**src/rtl/stopwatch_pkg.sv**
```systemverilog
// Shared types and constants for the MM:SS stopwatch mode controller.
// Contents: display geometry, adjust clamp limits, FSM state encoding,
// adjust-load payload struct and the per-digit clamp helper.
package stopwatch_pkg;

    localparam int unsigned DIGITS = 4;
    localparam int unsigned SEL_W  = 2;
    localparam int unsigned NUM_W  = 4;

    localparam logic [NUM_W-1:0] MAX_TENS = NUM_W'(5);
    localparam logic [NUM_W-1:0] MAX_ONES = NUM_W'(9);

    typedef enum logic [1:0] {
        ST_IDLE  = 2'd0,
        ST_RUN   = 2'd1,
        ST_PAUSE = 2'd2,
        ST_ADJ   = 2'd3
    } state_e;

    typedef struct packed {
        logic [SEL_W-1:0] digit;
        logic [NUM_W-1:0] val;
    } load_t;

    // Seconds-tens digit tops out at 5; every other digit at 9.
    function automatic logic [NUM_W-1:0] clamp_digit(input logic [SEL_W-1:0] sel,
                                                     input logic [NUM_W-1:0] num);
        logic [NUM_W-1:0] lim;
        lim = (sel == SEL_W'(1)) ? MAX_TENS : MAX_ONES;
        return (num > lim) ? lim : num;
    endfunction

endpackage

```
**src/rtl/stopwatch_ctrl_if.sv**
```systemverilog
// Bundle between the stopwatch mode controller and its surroundings.
// Inputs to the controller: tick_1hz, tick_adj, tick_blink, btn_clr,
// btn_pause, sw_adj, sw_sel, sw_num.
// Outputs from the controller: count_en, clr, load_en, load_digit,
// load_val, blank_mask, mode.
// slave = controller side, master = driver/observer side.
interface stopwatch_ctrl_if;
    import stopwatch_pkg::*;

    logic              tick_1hz;
    logic              tick_adj;
    logic              tick_blink;
    logic              btn_clr;
    logic              btn_pause;
    logic              sw_adj;
    logic [SEL_W-1:0]  sw_sel;
    logic [NUM_W-1:0]  sw_num;

    logic              count_en;
    logic              clr;
    logic              load_en;
    logic [SEL_W-1:0]  load_digit;
    logic [NUM_W-1:0]  load_val;
    logic [DIGITS-1:0] blank_mask;
    logic [1:0]        mode;

    modport slave (
        input  tick_1hz, tick_adj, tick_blink, btn_clr, btn_pause,
               sw_adj, sw_sel, sw_num,
        output count_en, clr, load_en, load_digit, load_val,
               blank_mask, mode
    );

    modport master (
        output tick_1hz, tick_adj, tick_blink, btn_clr, btn_pause,
               sw_adj, sw_sel, sw_num,
        input  count_en, clr, load_en, load_digit, load_val,
               blank_mask, mode
    );

endinterface

```
**src/rtl/stopwatch_ctrl_edge_rise.sv**
```systemverilog
// Rising-edge detector for a debounced button level.
// Ports: clk, rst_n (async active-low), lvl (button level),
// pulse (combinational, high in the first cycle lvl reads 1).
module edge_rise (
    input  logic clk,
    input  logic rst_n,
    input  logic lvl,
    output logic pulse
);

    logic lvl_q;

    // Level history, sampled every clock.
    always_ff @(posedge clk or negedge rst_n) begin
        if (!rst_n) lvl_q <= 1'b0;
        else        lvl_q <= lvl;
    end

    assign pulse = lvl & ~lvl_q;

endmodule

```
**src/rtl/stopwatch_ctrl.sv**
```systemverilog
// Mode controller for the 4-digit MM:SS stopwatch.
// Ports: clk, rst_n (async active-low), bus (stopwatch_ctrl_if.slave).
// Turns button levels into events, sequences IDLE/RUN/PAUSE/ADJ, gates the
// 1 Hz tick into count_en, issues clear and clamped digit-load strobes and
// drives the blink mask for the digit under adjustment.
// count_en and blank_mask are combinational; all other outputs are flops.
module stopwatch_ctrl
    import stopwatch_pkg::*;
(
    input  logic               clk,
    input  logic               rst_n,
    stopwatch_ctrl_if.slave    bus
);

    logic   clr_ev;
    logic   pause_ev;
    state_e state_q, state_d;
    logic   por_q;
    logic   clr_q, clr_d;
    logic   load_en_q, load_en_d;
    load_t  load_q, load_d;
    logic   phase_q, phase_d;
    logic   adj_tick;

    edge_rise u_clr_edge (
        .clk   (clk),
        .rst_n (rst_n),
        .lvl   (bus.btn_clr),
        .pulse (clr_ev)
    );

    edge_rise u_pause_edge (
        .clk   (clk),
        .rst_n (rst_n),
        .lvl   (bus.btn_pause),
        .pulse (pause_ev)
    );

    // State and pulse registers.
    always_ff @(posedge clk or negedge rst_n) begin
        if (!rst_n) begin
            state_q   <= ST_IDLE;
            por_q     <= 1'b1;
            clr_q     <= 1'b0;
            load_en_q <= 1'b0;
            load_q    <= '0;
            phase_q   <= 1'b0;
        end else begin
            state_q   <= state_d;
            por_q     <= 1'b0;
            clr_q     <= clr_d;
            load_en_q <= load_en_d;
            load_q    <= load_d;
            phase_q   <= phase_d;
        end
    end

    // Next state and next register values; sw_adj > clr_ev > pause_ev.
    always_comb begin
        state_d   = state_q;
        clr_d     = 1'b0;
        load_en_d = 1'b0;
        load_d    = load_q;
        phase_d   = phase_q;
        adj_tick  = 1'b0;

        case (state_q)
            ST_IDLE: begin
                if (bus.sw_adj)    state_d = ST_ADJ;
                else if (clr_ev)   state_d = ST_IDLE;
                else if (pause_ev) state_d = ST_RUN;
            end
            ST_RUN: begin
                if (bus.sw_adj)    state_d = ST_ADJ;
                else if (clr_ev)   state_d = ST_IDLE;
                else if (pause_ev) state_d = ST_PAUSE;
            end
            ST_PAUSE: begin
                if (bus.sw_adj)    state_d = ST_ADJ;
                else if (clr_ev)   state_d = ST_IDLE;
                else if (pause_ev) state_d = ST_RUN;
            end
            ST_ADJ: begin
                if (!bus.sw_adj)   state_d = ST_PAUSE;
            end
            default: state_d = ST_IDLE;
        endcase

        // First clock after reset also clears the counter to 00:00.
        clr_d = clr_ev | por_q;

        // A clear in the same cycle as a load tick wins over the load.
        adj_tick  = bus.tick_adj & (state_q == ST_ADJ);
        load_en_d = adj_tick & ~clr_d;
        if (adj_tick) begin
            load_d.digit = bus.sw_sel;
            load_d.val   = clamp_digit(bus.sw_sel, bus.sw_num);
        end

        // Phase is held at 0 outside ADJ so every entry starts unblanked.
        if (state_q != ST_ADJ)   phase_d = 1'b0;
        else if (bus.tick_blink) phase_d = ~phase_q;
    end

    // Suppress the tick on the cycle RUN is being left.
    assign bus.count_en   = bus.tick_1hz & (state_q == ST_RUN) & (state_d == ST_RUN);
    assign bus.clr        = clr_q;
    assign bus.load_en    = load_en_q;
    assign bus.load_digit = load_q.digit;
    assign bus.load_val   = load_q.val;
    assign bus.blank_mask = (state_q == ST_ADJ && phase_q) ? (DIGITS'(1) << bus.sw_sel) : '0;
    assign bus.mode       = state_q;

endmodule

```
**src/flat_wrapper.sv**
```systemverilog
// flat-port wrapper written by rule: the top's interface ports become plain ports
module stopwatch_ctrl_flat import stopwatch_pkg::*;
  (clk, rst_n, bus_tick_1hz, bus_tick_adj, bus_tick_blink, bus_btn_clr, bus_btn_pause, bus_sw_adj, bus_sw_sel, bus_sw_num, bus_count_en, bus_clr, bus_load_en, bus_load_digit, bus_load_val, bus_blank_mask, bus_mode);
  stopwatch_ctrl_if bus_i ();
  input  logic clk;
  input  logic rst_n;
  input wire logic [$bits(bus_i.tick_1hz)-1:0] bus_tick_1hz;
  input wire logic [$bits(bus_i.tick_adj)-1:0] bus_tick_adj;
  input wire logic [$bits(bus_i.tick_blink)-1:0] bus_tick_blink;
  input wire logic [$bits(bus_i.btn_clr)-1:0] bus_btn_clr;
  input wire logic [$bits(bus_i.btn_pause)-1:0] bus_btn_pause;
  input wire logic [$bits(bus_i.sw_adj)-1:0] bus_sw_adj;
  input wire logic [$bits(bus_i.sw_sel)-1:0] bus_sw_sel;
  input wire logic [$bits(bus_i.sw_num)-1:0] bus_sw_num;
  output wire logic [$bits(bus_i.count_en)-1:0] bus_count_en;
  output wire logic [$bits(bus_i.clr)-1:0] bus_clr;
  output wire logic [$bits(bus_i.load_en)-1:0] bus_load_en;
  output wire logic [$bits(bus_i.load_digit)-1:0] bus_load_digit;
  output wire logic [$bits(bus_i.load_val)-1:0] bus_load_val;
  output wire logic [$bits(bus_i.blank_mask)-1:0] bus_blank_mask;
  output wire logic [$bits(bus_i.mode)-1:0] bus_mode;
  assign bus_i.tick_1hz = bus_tick_1hz;
  assign bus_i.tick_adj = bus_tick_adj;
  assign bus_i.tick_blink = bus_tick_blink;
  assign bus_i.btn_clr = bus_btn_clr;
  assign bus_i.btn_pause = bus_btn_pause;
  assign bus_i.sw_adj = bus_sw_adj;
  assign bus_i.sw_sel = bus_sw_sel;
  assign bus_i.sw_num = bus_sw_num;
  assign bus_count_en = bus_i.count_en;
  assign bus_clr = bus_i.clr;
  assign bus_load_en = bus_i.load_en;
  assign bus_load_digit = bus_i.load_digit;
  assign bus_load_val = bus_i.load_val;
  assign bus_blank_mask = bus_i.blank_mask;
  assign bus_mode = bus_i.mode;
  stopwatch_ctrl u_core (.clk(clk), .rst_n(rst_n), .bus(bus_i));
endmodule
```
**config.mk**
```make
export PLATFORM = sky130hd
export DESIGN_NAME = stopwatch_ctrl_flat
export DESIGN_NICKNAME = d
export VERILOG_FILES = /design/src/rtl/stopwatch_pkg.sv /design/src/rtl/stopwatch_ctrl_if.sv /design/src/rtl/stopwatch_ctrl_edge_rise.sv /design/src/rtl/stopwatch_ctrl.sv /design/src/flat_wrapper.sv
export SDC_FILE = /design/constraint.sdc
export NUM_CORES = 1
export LEC_CHECK = 0
export BUFFER_PORTS_ARGS = -buffer_cell sky130_fd_sc_hd__buf_4
export CORE_UTILIZATION = 48
export CTS_CLUSTER_DIAMETER = 30
export DETAILED_ROUTE_END_ITERATION = 8
export GPL_TIMING_DRIVEN = 0
export PLACE_DENSITY = 0.8
export SETUP_SLACK_MARGIN = 0.15
export SYNTH_ARGS = -nofsm -noshare
export SYNTH_HDL_FRONTEND = slang
export SYNTH_SLANG_ARGS = --single-unit
```
**constraint.sdc**
```tcl
create_clock -name clk -period 2.3 [get_ports clk]
set_input_delay 0.345 -clock clk [delete_from_list [all_inputs] [get_ports clk]]
set_output_delay 0.345 -clock clk [all_outputs]
set_load 0.02 [all_outputs]
```
==> results of run 1 <==
placed cells by master, fill, tap and decap left out, types with 2 or more instances in the layout:
master and instances:
o21ai_0 4, inv_1 4, dfrtp_1 13, clkbuf_4 3, ha_1 2, mux2i_1 2
nor2_1 3, nand2_1 7, buf_4 28, nand2b_1 5, a31oi_1 2
state kept, by name, indices dropped and copies added (netlist names):
name / flops
u_core.bus.load_en: 1
u_core.phase_q: 1
u_core.u_clr_edge.lvl_q: 1
u_core.bus.mode: 2
u_core.bus.load_digit: 2
u_core.u_pause_edge.lvl_q: 1
u_core.bus.clr: 1
u_core.bus.load_val: 4
u_core.por_q: 1
cell families (layout without fill, tap and decap cells):
group	count (synthesis)	in the layout	synth area share, %
compound gates	11	11	11.03
xor+xnor	1	1	1.287
fa+ha+maj	2	2	3.676
buf+inv	5	38	3.860
flops	14	14	51.65
mux	4	4	6.801
other cells	1	1	0.5509
simple gates	25	25	21.14
where the power goes:
part	internal (W)	switching [W]	leakage [nW]
clock network	0.0000961	0.0000718	0.0210
logic	0.0000898	0.0000955	0.311
registers	0.000278	0.0000207	0.165
worst min path at each step:
stage	start	end	slack [ns]	cells after the start
after floorplan	rst_n	u_core.bus.clr$_DFF_PN0_	0.05	0
after global placement	rst_n	u_core.bus.load_val[0]$_DFFE_PN0P_	0.20	1
after detailed placement	rst_n	u_core.bus.load_val[0]$_DFFE_PN0P_	0.20	1
after CTS	bus_btn_pause	u_core.u_pause_edge.lvl_q$_DFF_PN0_	0.18	1
after global routing	bus_btn_clr	u_core.u_clr_edge.lvl_q$_DFF_PN0_	0.17	1
final	bus_btn_clr	u_core.u_clr_edge.lvl_q$_DFF_PN0_	0.19	1
area by class of cell:
| cell class | instances | area [um^2] |
|---|---|---|
| timing repair buffer | 29 | 220.2 |
| inverter | 4 | 15.01 |
| fill | 112 | 361.6 |
| sequential | 14 | 351.6 |
| multi-input combinational | 44 | 302.8 |
| clock buffer | 4 | 36.28 |
| buffer | 1 | 11.26 |
| tap | 15 | 18.77 |
timing repair:
item / 4_1_cts / 5_1_grt
hold buffers: 1 / 0
hold endpoints to repair: 13 / 0
setup endpoints to repair: 0 / 0
through the flow:
step / std cells / power (W) / setup slack, ns
after floorplan: 63 / 0.0004005 / 0.6498
after global placement: 106 / 0.0004797 / 0.5584
after detailed placement: 106 / 0.0004881 / 0.4997
after CTS: 111 / 0.0006594 / 0.5843
after global routing: 111 / 0.0006887 / 0.4979
final: 111 / 0.0006518 / 0.6050
per-layer routing:
layer  global-route usage [%]  part of all wire [%]
met4                    10.34                  0.98
met1                    25.09                    41
met3                    2.273                   4.7
met2                    37.70                    54
met5                        0                     0
==> results.sh, run 1 <==
export IMPL_synth_seq_cells=14
export IMPL_cts_root_buf="clkbuf_4"
export IMPL_clkSinkCount=14
export IMPL_cts_htree_levels=1
export IMPL_path_cells="nand3_1, nor3b_1, buf_4"
export IMPL_synth_nets=79
export IMPL_wl_per_cell_um=12.93
export IMPL_status="completed"
export IMPL_maxSlewViolCount=0
export IMPL_finClkSkew_ns=0.002930
export IMPL_tns_ns=0
export IMPL_min_period_ns=1.695
export IMPL_max_clock_path_buffers=2
export IMPL_timing_rr_start="u_core.bus.mode[0]$_DFF_PN0_"
export IMPL_min_period_over_period_pct=73.70
export IMPL_synth_ff_type="dfrtp_1"
export IMPL_finalHoldViolations=0
export IMPL_synth_top_area_cell="dfrtp_1"
export IMPL_hold_ws_ns=0.1853
export IMPL_grt_max_degree=15
export IMPL_async_reset_ff_share_pct=100.0
export IMPL_critical_path_top_delay_family="flip-flops"
export IMPL_worstSetupEndpointType="output pin"
export IMPL_timing_fmax_ghz=0.5900
export IMPL_gp_congestion=0.6472
export IMPL_maxCapViolations=0
export IMPL_die_y_um=39.66
export IMPL_peakVddDrop_mv=0.4154
export IMPL_rows=13
export IMPL_synth_edff_count=0
export IMPL_grt_overflow_total=0
export IMPL_cp_endpoint="bus_blank_mask[2]"
export IMPL_dpl_instance_area_um2=909.6
export IMPL_drtAntennaViolNets=0
export IMPL_yosysSeqAreaShare_pct=51.65
export IMPL_drive_above_1_share_pct=42.71
export IMPL_initial_core_util_pct=51.66
export IMPL_path_depth=3
export IMPL_core_um2=1318
export IMPL_synth_cell_type_count=30
export IMPL_slowest_delay_ns=0.47
export IMPL_tritoncts="yes"
export IMPL_powerDensity_nw_per_um2=681.8
export IMPL_vias=566
export IMPL_startpoint_type="flop"
export IMPL_n_antenna_cell=0
export IMPL_die_area_um2=1573
export IMPL_ctsResizeCount=0
export IMPL_dpl_hpwl_mm=1.154
export IMPL_wirelength_mm=1.435
export IMPL_clkTransAtPathRegs_ns=0.08
export IMPL_required_ns=1.96
export IMPL_fp_dieW_um=39.66
export IMPL_syn_inst=63
export IMPL_rsz0062_at_grt="false"
export IMPL_ioPinCount=29
export IMPL_synth_area_per_cell_um2=10.80
export IMPL_yosysTopAreaCellShare_pct=47.79
export IMPL_remaining_drc_errors=0
export IMPL_reg2reg_depth=3
export IMPL_netlist_area_um2=680.7
export IMPL_r2r_setup_slack_ns=1.12
export IMPL_cp_slowest_cell="dfrtp_1"
export IMPL_hold_class="in -> reg"
export IMPL_dr_first_iter_drc_count=7
export IMPL_ys_top_cells_by_count="dfrtp_1, nand2_1, nand2b_1"
export IMPL_critPathBufInv=1
export IMPL_antenna_found_initial=0
export IMPL_setup_viol=0
export IMPL_r2r_end="u_core.bus.load_digit[1]$_DFFE_PN0P_"
export IMPL_nets=113
export IMPL_critPathMaxFanout=8
export IMPL_path_class="reg -> out"
export IMPL_cts_buffers=3
export IMPL_synth_most_common_cell="dfrtp_1"
export IMPL_power_leakage_nw=0.4979
export IMPL_area_growth_pct=40.44
export IMPL_yosys_top_cells_area="dfrtp_1, nand2b_1, dfstp_2, nand2_1, ha_1"
export IMPL_drt_pass1_iter_count=4
export IMPL_clk_latency_ns=0.27
export IMPL_cts_setup_buffers=0
export IMPL_design_area_um2=955.9
export IMPL_ys_warn_count=0
export IMPL_viasPerCell=5.099
export IMPL_cp_startpoint="u_core.bus.mode[0]$_DFF_PN0_"
export IMPL_grt_pass1_vias=487
export IMPL_grt_usage_pct=21.30
export IMPL_worstPathArrival_ns=1.35
export IMPL_portBuffers=28
export IMPL_grt_pass1_wl_mm=2.118
export IMPL_final_util_pct=72.55
(Power assumes the default switching activity.)
==> inputs of run 2 (changes only) <==
--- a/config.mk
+++ b/config.mk
@@ -5,12 +5,13 @@
 export SDC_FILE = /design/constraint.sdc
 export NUM_CORES = 1
 export LEC_CHECK = 0
+export ABC_AREA = 1
 export BUFFER_PORTS_ARGS = -buffer_cell sky130_fd_sc_hd__buf_4
-export CORE_UTILIZATION = 48
+export CORE_UTILIZATION = 40
 export CTS_CLUSTER_DIAMETER = 30
 export DETAILED_ROUTE_END_ITERATION = 8
 export GPL_TIMING_DRIVEN = 0
-export PLACE_DENSITY = 0.8
+export PLACE_DENSITY = 0.71
 export SETUP_SLACK_MARGIN = 0.15
 export SYNTH_ARGS = -nofsm -noshare
 export SYNTH_HDL_FRONTEND = slang
==> constraint.sdc (replaced) <==
create_clock -name clk -period 1.5 [get_ports clk]
set_input_delay 0.225 -clock clk [delete_from_list [all_inputs] [get_ports clk]]
set_output_delay 0.225 -clock clk [all_outputs]
set_load 0.02 [all_outputs]
==> run 2 against run 1 <==
Effect of this change:
- the flow now finishes with violations (DRC)
- global-route usage is 3.6 points lower
- synthesized cell count rose by 35%
- synthesized area up 0.74%
- worst setup slack worse by 0.58 ns
- clock-buffer cell count unchanged
- critical path type unchanged
- critical endpoint is now bus_count_en
- largest cell class unchanged
==> results.sh, run 2 <==
export IMPL_status="finished with violations"
export IMPL_violations="DRC"
export IMPL_dpl_hpwl_mm=1.098
export IMPL_largest_register_ff_count=4
export IMPL_final_cell_mix="buf_4, nand2_1, inv_1, dfrtp_1, nand3_1"
export IMPL_cp_startpoint="u_core.bus.mode[1]$_DFF_PN0_"
export IMPL_layout_commonest_cell="buf_4"
export IMPL_ys_top_cells_by_count="nand2_1, inv_1, dfrtp_1"
export IMPL_rsz0062_at_grt="true"
export IMPL_grt_overflow_total=0
export IMPL_antenna_found_initial=0
export IMPL_die_area_um2=1884
export IMPL_tritoncts="yes"
export IMPL_synth_seq_cells=14
export IMPL_gp_congestion=0.7305
export IMPL_clkTransAtPathRegs_ns=0.09
export IMPL_cp_endpoint="bus_count_en"
export IMPL_synth_most_common_cell="nand2_1"
export IMPL_rows=14
export IMPL_drive_above_1_share_pct=43.33
export IMPL_cts_buffers=3
export IMPL_remaining_drc_errors=7
export IMPL_critPathMaxFanout=3
export IMPL_startpoint_type="flop"
export IMPL_finClkSkew_ns=0.007381
export IMPL_grt_pass1_vias=620
export IMPL_synth_area_per_cell_um2=8.067
export IMPL_dp_cells=129
export IMPL_yosysTopAreaCellShare_pct=47.45
export IMPL_synth_edff_count=0
export IMPL_grt_max_degree=15
export IMPL_power_leakage_nw=0.5595
export IMPL_worstPathArrival_ns=1.25
export IMPL_syn_inst=85
export IMPL_nets=137
export IMPL_synth_ff_type="dfrtp_1"
export IMPL_grt_usage_pct=17.65
export IMPL_timing_rr_start="u_core.bus.mode[0]$_DFF_PN0_"
export IMPL_yosys_top_cells_area="dfrtp_1, nand2_1, inv_1, nand3_1, dfstp_2"
export IMPL_cts_htree_levels=1
export IMPL_die_y_um=43.40
export IMPL_drt_pass1_iter_count=8
export IMPL_ioPinCount=29
export IMPL_maxCapViolations=0
export IMPL_timing_fmax_ghz=0.6796
export IMPL_finalNonFillerCells=136
export IMPL_hold_class="in -> reg"
export IMPL_n_antenna_cell=0
export IMPL_grt_pass1_wl_mm=2.359
export IMPL_ys_warn_count=0
export IMPL_portBuffers=28
export IMPL_fp_dieW_um=43.40
export IMPL_drtAntennaViolNets=0
export IMPL_r2r_setup_slack_ns=0.38
export IMPL_power_total_w=0.001011
export IMPL_worstSetupEndpointType="output pin"
export IMPL_nFillCells=151
export IMPL_max_clock_path_buffers=2
export IMPL_reg2reg_depth=6
export IMPL_core_um2=1559
export IMPL_r2r_end="u_core.bus.load_val[0]$_DFFE_PN0P_"
export IMPL_vias=652
export IMPL_peakVddDrop_mv=0.5583
export IMPL_yosysSeqAreaShare_pct=51.28
export IMPL_viasPerCell=4.794
export IMPL_synth_top_area_cell="dfrtp_1"
export IMPL_synth_nets=101
export IMPL_initial_core_util_pct=43.98
export IMPL_wl_per_cell_um=10.35
export IMPL_powerDensity_nw_per_um2=987.5
export IMPL_async_reset_ff_share_pct=100.0
export IMPL_min_period_ns=1.471
export IMPL_required_ns=1.27
export IMPL_netlist_area_um2=685.7
export IMPL_holdPathStages=1
export IMPL_maxSlewViolCount=0
export IMPL_synth_cell_type_count=19
export IMPL_setup_viol=0
export IMPL_wirelength_mm=1.407
export IMPL_hold_ws_ns=0.05133
export IMPL_clk_latency_ns=0.28
export IMPL_path_class="reg -> out"
export IMPL_min_period_over_period_pct=98.10
export IMPL_finalHoldViolations=0
export IMPL_dr_first_iter_drc_count=17
export IMPL_cts_root_buf="clkbuf_4"
export IMPL_area_growth_pct=49.27
export IMPL_clkSinkCount=14
## run 2: where the power goes
| part | switching, W | internal, W |
|---|---|---|
| clock network | 0.000122 | 0.000148 |
| registers | 0.0000295 | 0.000423 |
| logic | 0.000162 | 0.000126 |
| total | 0.000314 | 0.000697 |
## run 2: through the flow
| stage | TNS (ns) | utilization, % | cell area (um^2) | setup WS [ns] |
|---|---|---|---|---|
| final | 0 | 65.65 | 1023 | 0.02854 |
| after global routing | -0.06964 | 65.65 | 1023 | -0.06500 |
| after CTS | 0 | 64.77 | 1010 | 0.02779 |
| after detailed placement | 0 | 58.75 | 915.9 | 0.05417 |
| after global placement | 0 | 58.75 | 915.9 | 0.08230 |
| after floorplan | 0 | - | 685.7 | 0.02199 |
## run 2: how the worst min path moves through the flow
| stage | from | end | slack [ns] |
|---|---|---|---|
| after floorplan | rst_n | u_core.bus.clr$_DFF_PN0_ | -0.07 |
| after global placement | rst_n | u_core.u_pause_edge.lvl_q$_DFF_PN0_ | 0.08 |
| after detailed placement | rst_n | u_core.u_pause_edge.lvl_q$_DFF_PN0_ | 0.09 |
| after CTS | bus_btn_clr | u_core.u_clr_edge.lvl_q$_DFF_PN0_ | 0.05 |
| after global routing | bus_btn_clr | u_core.u_clr_edge.lvl_q$_DFF_PN0_ | 0.05 |
| final | bus_btn_clr | u_core.u_clr_edge.lvl_q$_DFF_PN0_ | 0.05 |
## run 2: critical path, cell delays in order, from the launching register on
cell	delay, ns
dfrtp_1	0.42
inv_2	0.08
nand2_2	0.06
nand2_1	0.08
nand4_1	0.09
nor2_1	0.11
buf_4	0.14
## run 2: layer usage
| layer | track usage, % | share of wire [%] |
|---|---|---|
| met1 | 18.21 | 37 |
| met2 | 32.12 | 56 |
| met3 | 2.500 | 4.8 |
| met4 | 13.13 | 1.4 |
| met5 | 0 | 0 |
## run 2: logic make-up (layout without fill, tap and decap cells)
group / Yosys count / in the layout / synth area share, %
other: 1 / 1 / 0.5469
adders and majority gates: 2 / 2 / 3.649
AOI/OAI and AO/OA: 8 / 8 / 6.020
DFF: 14 / 14 / 51.28
buffers and inverters: 17 / 52 / 9.306
and+or+nand+nor: 43 / 43 / 29.20
## run 2: what timing repair did
action / CTS / global route
hold buffers: 1 / 0
pin swaps: 5 / 4
endpoints found under the setup margin: 5 / 5
hold endpoints to repair: 14 / 0
setup buffers: 2 / 0
gates resized for setup: 11 / 4
## run 2: cell type report
cell class                 instances  area [um^2]  area share [%]
clock buffer                       4        36.28           3.545
inverter                          17        63.81           6.235
multi-input combinational         54        312.8           30.56
sequential                        14        351.6           34.35
tap                               16        20.02           1.956
timing repair buffer              31        239.0           23.35
==> inputs of run 3 (changes only) <==
--- a/config.mk
+++ b/config.mk
@@ -11,8 +11,10 @@
 export CTS_CLUSTER_DIAMETER = 30
 export DETAILED_ROUTE_END_ITERATION = 8
 export GPL_TIMING_DRIVEN = 0
-export PLACE_DENSITY = 0.71
+export PLACE_DENSITY = 0.72
+export REMOVE_ABC_BUFFERS = 1
 export SETUP_SLACK_MARGIN = 0.15
 export SYNTH_ARGS = -nofsm -noshare
 export SYNTH_HDL_FRONTEND = slang
+export SYNTH_HIERARCHICAL = 1
 export SYNTH_SLANG_ARGS = --single-unit
==> run 3 against run 2 <==
Effect of this change:
- the flow finishes with violations (setup timing)
- clock-buffer cell count stayed put
- fmax down 16%
- register-to-register slack lost 0.45 ns
- wire length grew 41%
- critical path type unchanged
- critical endpoint unchanged
==> results.sh, run 3 <==
export IMPL_setup_viol=5
export IMPL_synthSimpleGateAreaFrac_pct=30.02
export IMPL_min_period_ns=1.747
export IMPL_critPathMaxFanout=3
export IMPL_finalHoldViolations=0
export IMPL_drtAntennaViolNets=0
export IMPL_yosysSeqAreaShare_pct=52.72
export IMPL_final_cell_mix="buf_4, nand2_1, buf_6"
export IMPL_peakVddDrop_mv=0.8161
export IMPL_drive_above_1_share_pct=53.44
export IMPL_grt_overflow_total=0
export IMPL_path_class="reg -> out"
export IMPL_clkSinkCount=14
export IMPL_hold_ws_ns=0.05185
export IMPL_vias=712
export IMPL_cts_htree_levels=1
export IMPL_worstSetupEndpointType="output pin"
export IMPL_dpl_instance_area_um2=897.1
export IMPL_clkTransAtPathRegs_ns=0.08
export IMPL_max_clock_path_buffers=2
export IMPL_maxSlewViolCount=0
export IMPL_synth_area_mux_share_pct=0
export IMPL_synth_top_area_cell="dfrtp_1"
export IMPL_min_period_over_period_pct=116.5
export IMPL_powerDensity_nw_per_um2=922.3
export IMPL_cts_root_buf="clkbuf_4"
export IMPL_wirelength_mm=1.979
export IMPL_drt_pass1_iter_count=4
export IMPL_nets=147
export IMPL_die_area_um2=1834
export IMPL_clk_latency_ns=0.28
export IMPL_async_reset_ff_share_pct=100.0
export IMPL_synth_compound_area_share_pct=6.942
export IMPL_design_area_um2=1200
export IMPL_synth_most_common_cell="nand2_1"
export IMPL_gp_congestion=0.7819
export IMPL_initial_core_util_pct=43.76
export IMPL_final_util_pct=78.74
export IMPL_syn_inst=81
export IMPL_power_total_w=0.001107
export IMPL_grt_pass1_wl_mm=2.587
export IMPL_status="finished with violations"
export IMPL_yosysTopAreaCellShare_pct=48.78
export IMPL_largest_register_ff_count=4
export IMPL_grt_pass1_vias=607
export IMPL_dp_cells=125
export IMPL_rows=14
export IMPL_tritoncts="yes"
export IMPL_synth_cell_type_count=20
export IMPL_synth_fa_ha_area_share_pct=1.876
export IMPL_worstPathArrival_ns=1.52
export IMPL_timing_fmax_ghz=0.5724
export IMPL_core_um2=1524
export IMPL_netlist_area_um2=666.9
export IMPL_dr_first_iter_drc_count=19
export IMPL_grt_max_degree=15
export IMPL_viasPerCell=4.844
export IMPL_antenna_found_initial=0
export IMPL_ys_warn_count=6
export IMPL_layout_commonest_cell="buf_4"
export IMPL_die_y_um=42.83
export IMPL_yosys_top_cells_area="dfrtp_1, nand2_1, inv_1, o21ai_0, dfstp_2"
export IMPL_rsz0062_at_grt="true"
export IMPL_required_ns=1.27
export IMPL_finalNonFillerCells=147
export IMPL_fp_dieW_um=42.83
export IMPL_cts_buffers=3
export IMPL_maxCapViolations=0
export IMPL_setup_ws_ns=-0.2470
export IMPL_remaining_drc_errors=0
export IMPL_synth_area_per_cell_um2=8.233
export IMPL_ioPinCount=29
export IMPL_synth_ff_type="dfrtp_1"
export IMPL_area_growth_pct=79.92
export IMPL_ys_top_cells_by_count="nand2_1, dfrtp_1, inv_1"
export IMPL_wl_per_cell_um=13.46
export IMPL_hold_class="in -> reg"
export IMPL_portBuffers=28
export IMPL_violations="setup timing"
export IMPL_finClkSkew_ns=0.0006394
export IMPL_n_antenna_cell=0
export IMPL_synth_top_family_by_area="simple AND/OR/NAND/NOR gates"
export IMPL_synth_edff_count=0
export IMPL_dpl_hpwl_um=971.2
export IMPL_startpoint_type="flop"
export IMPL_synth_seq_cells=14
export IMPL_synthXorXnorAreaFrac_pct=0
export IMPL_grt_usage_pct=19.07
export IMPL_power_leakage_nw=0.6374
==> run 3: layout make-up <==
| class | instances | area (um^2) |
|---|---|---|
| repair buffers | 46 | 396.6 |
| clock buffers | 4 | 36.28 |
| inverters | 14 | 55.05 |
| multi-input cells | 53 | 339.1 |
| flip-flops and latches | 14 | 352.8 |
| well taps | 16 | 20.02 |
| fillers | 97 | 324.1 |
==> run 3: logic make-up after synthesis <==
logic type	after synthesis
compound gates	9
fa+ha+maj	1
buf+inv	14
flops	14
other cells	1
simple gates	42
==> run 3: critical path, cell delays in order, from the launching register on <==
cell and delay (ns):
dfrtp_1 0.40, nor2_4 0.14, nand2_1 0.07, inv_2 0.07
nor2_1 0.04, o21ai_1 0.10, nand2_1 0.10, nor3b_2 0.16
buf_4 0.15
==> run 3: where the power goes <==
part	switching, W	total [W]	internal (W)
clock	0.000123	0.000271	0.000148
sequential	0.0000317	0.000455	0.000423
combinational	0.000196	0.000381	0.000185
total	0.000350	0.00111	0.000756
==> run 3: repair_timing <==
item / 4_1_cts / 5_1_grt
pin swaps: 5 / 7
resized for setup: 11 / 25
setup endpoints to repair: 5 / 8
endpoints found under the hold margin: 14 / 0
buffers inserted: 9 / 8
hold buffers: 1 / 0
==> run 3: worst paths after layout <==
check / from / endpoint / slack, ns / depth (start not counted)
hold / removal: bus_btn_clr / u_core/u_clr_edge/lvl_q$_DFF_PN0_ / 0.05 / 1
min in group asynchronous: rst_n / u_core/u_clr_edge/lvl_q$_DFF_PN0_ / 0.32 / 2
setup / recovery: u_core/u_pause_edge/lvl_q$_DFF_PN0_ / bus_count_en / -0.25 / 8
setup reg to reg: u_core/u_pause_edge/lvl_q$_DFF_PN0_ / u_core/bus.mode[0]$_DFF_PN0_ / -0.07 / 11
hold reg to reg: u_core/bus.load_val[2]$_DFFE_PN0P_ / u_core/bus.load_val[2]$_DFFE_PN0P_ / 0.48 / 2
max in group asynchronous: rst_n / u_core/por_q$_DFF_PN1_ / 0.94 / 2
==> run 3: metal layers <==
layer | global-route usage (%) | routed length (um) | vias to the layer above
li1 | - | - | 351
met1 | 22.89 | 820 | 333
met2 | 31.82 | 1023 | 26
met3 | 6.383 | 120 | 2
met4 | 6.250 | 14 | 0
met5 | 0 | 0 | -
==> run 3: metrics by stage <==
step / setup TNS [ns] / setup slack [ns]
after floorplan: -0.06830 / -0.06830
after global placement: 0 / 0.1007
after detailed placement: 0 / 0.08735
after CTS: -0.1255 / -0.1255
after global routing: -0.6818 / -0.3063
final: -0.3876 / -0.2470
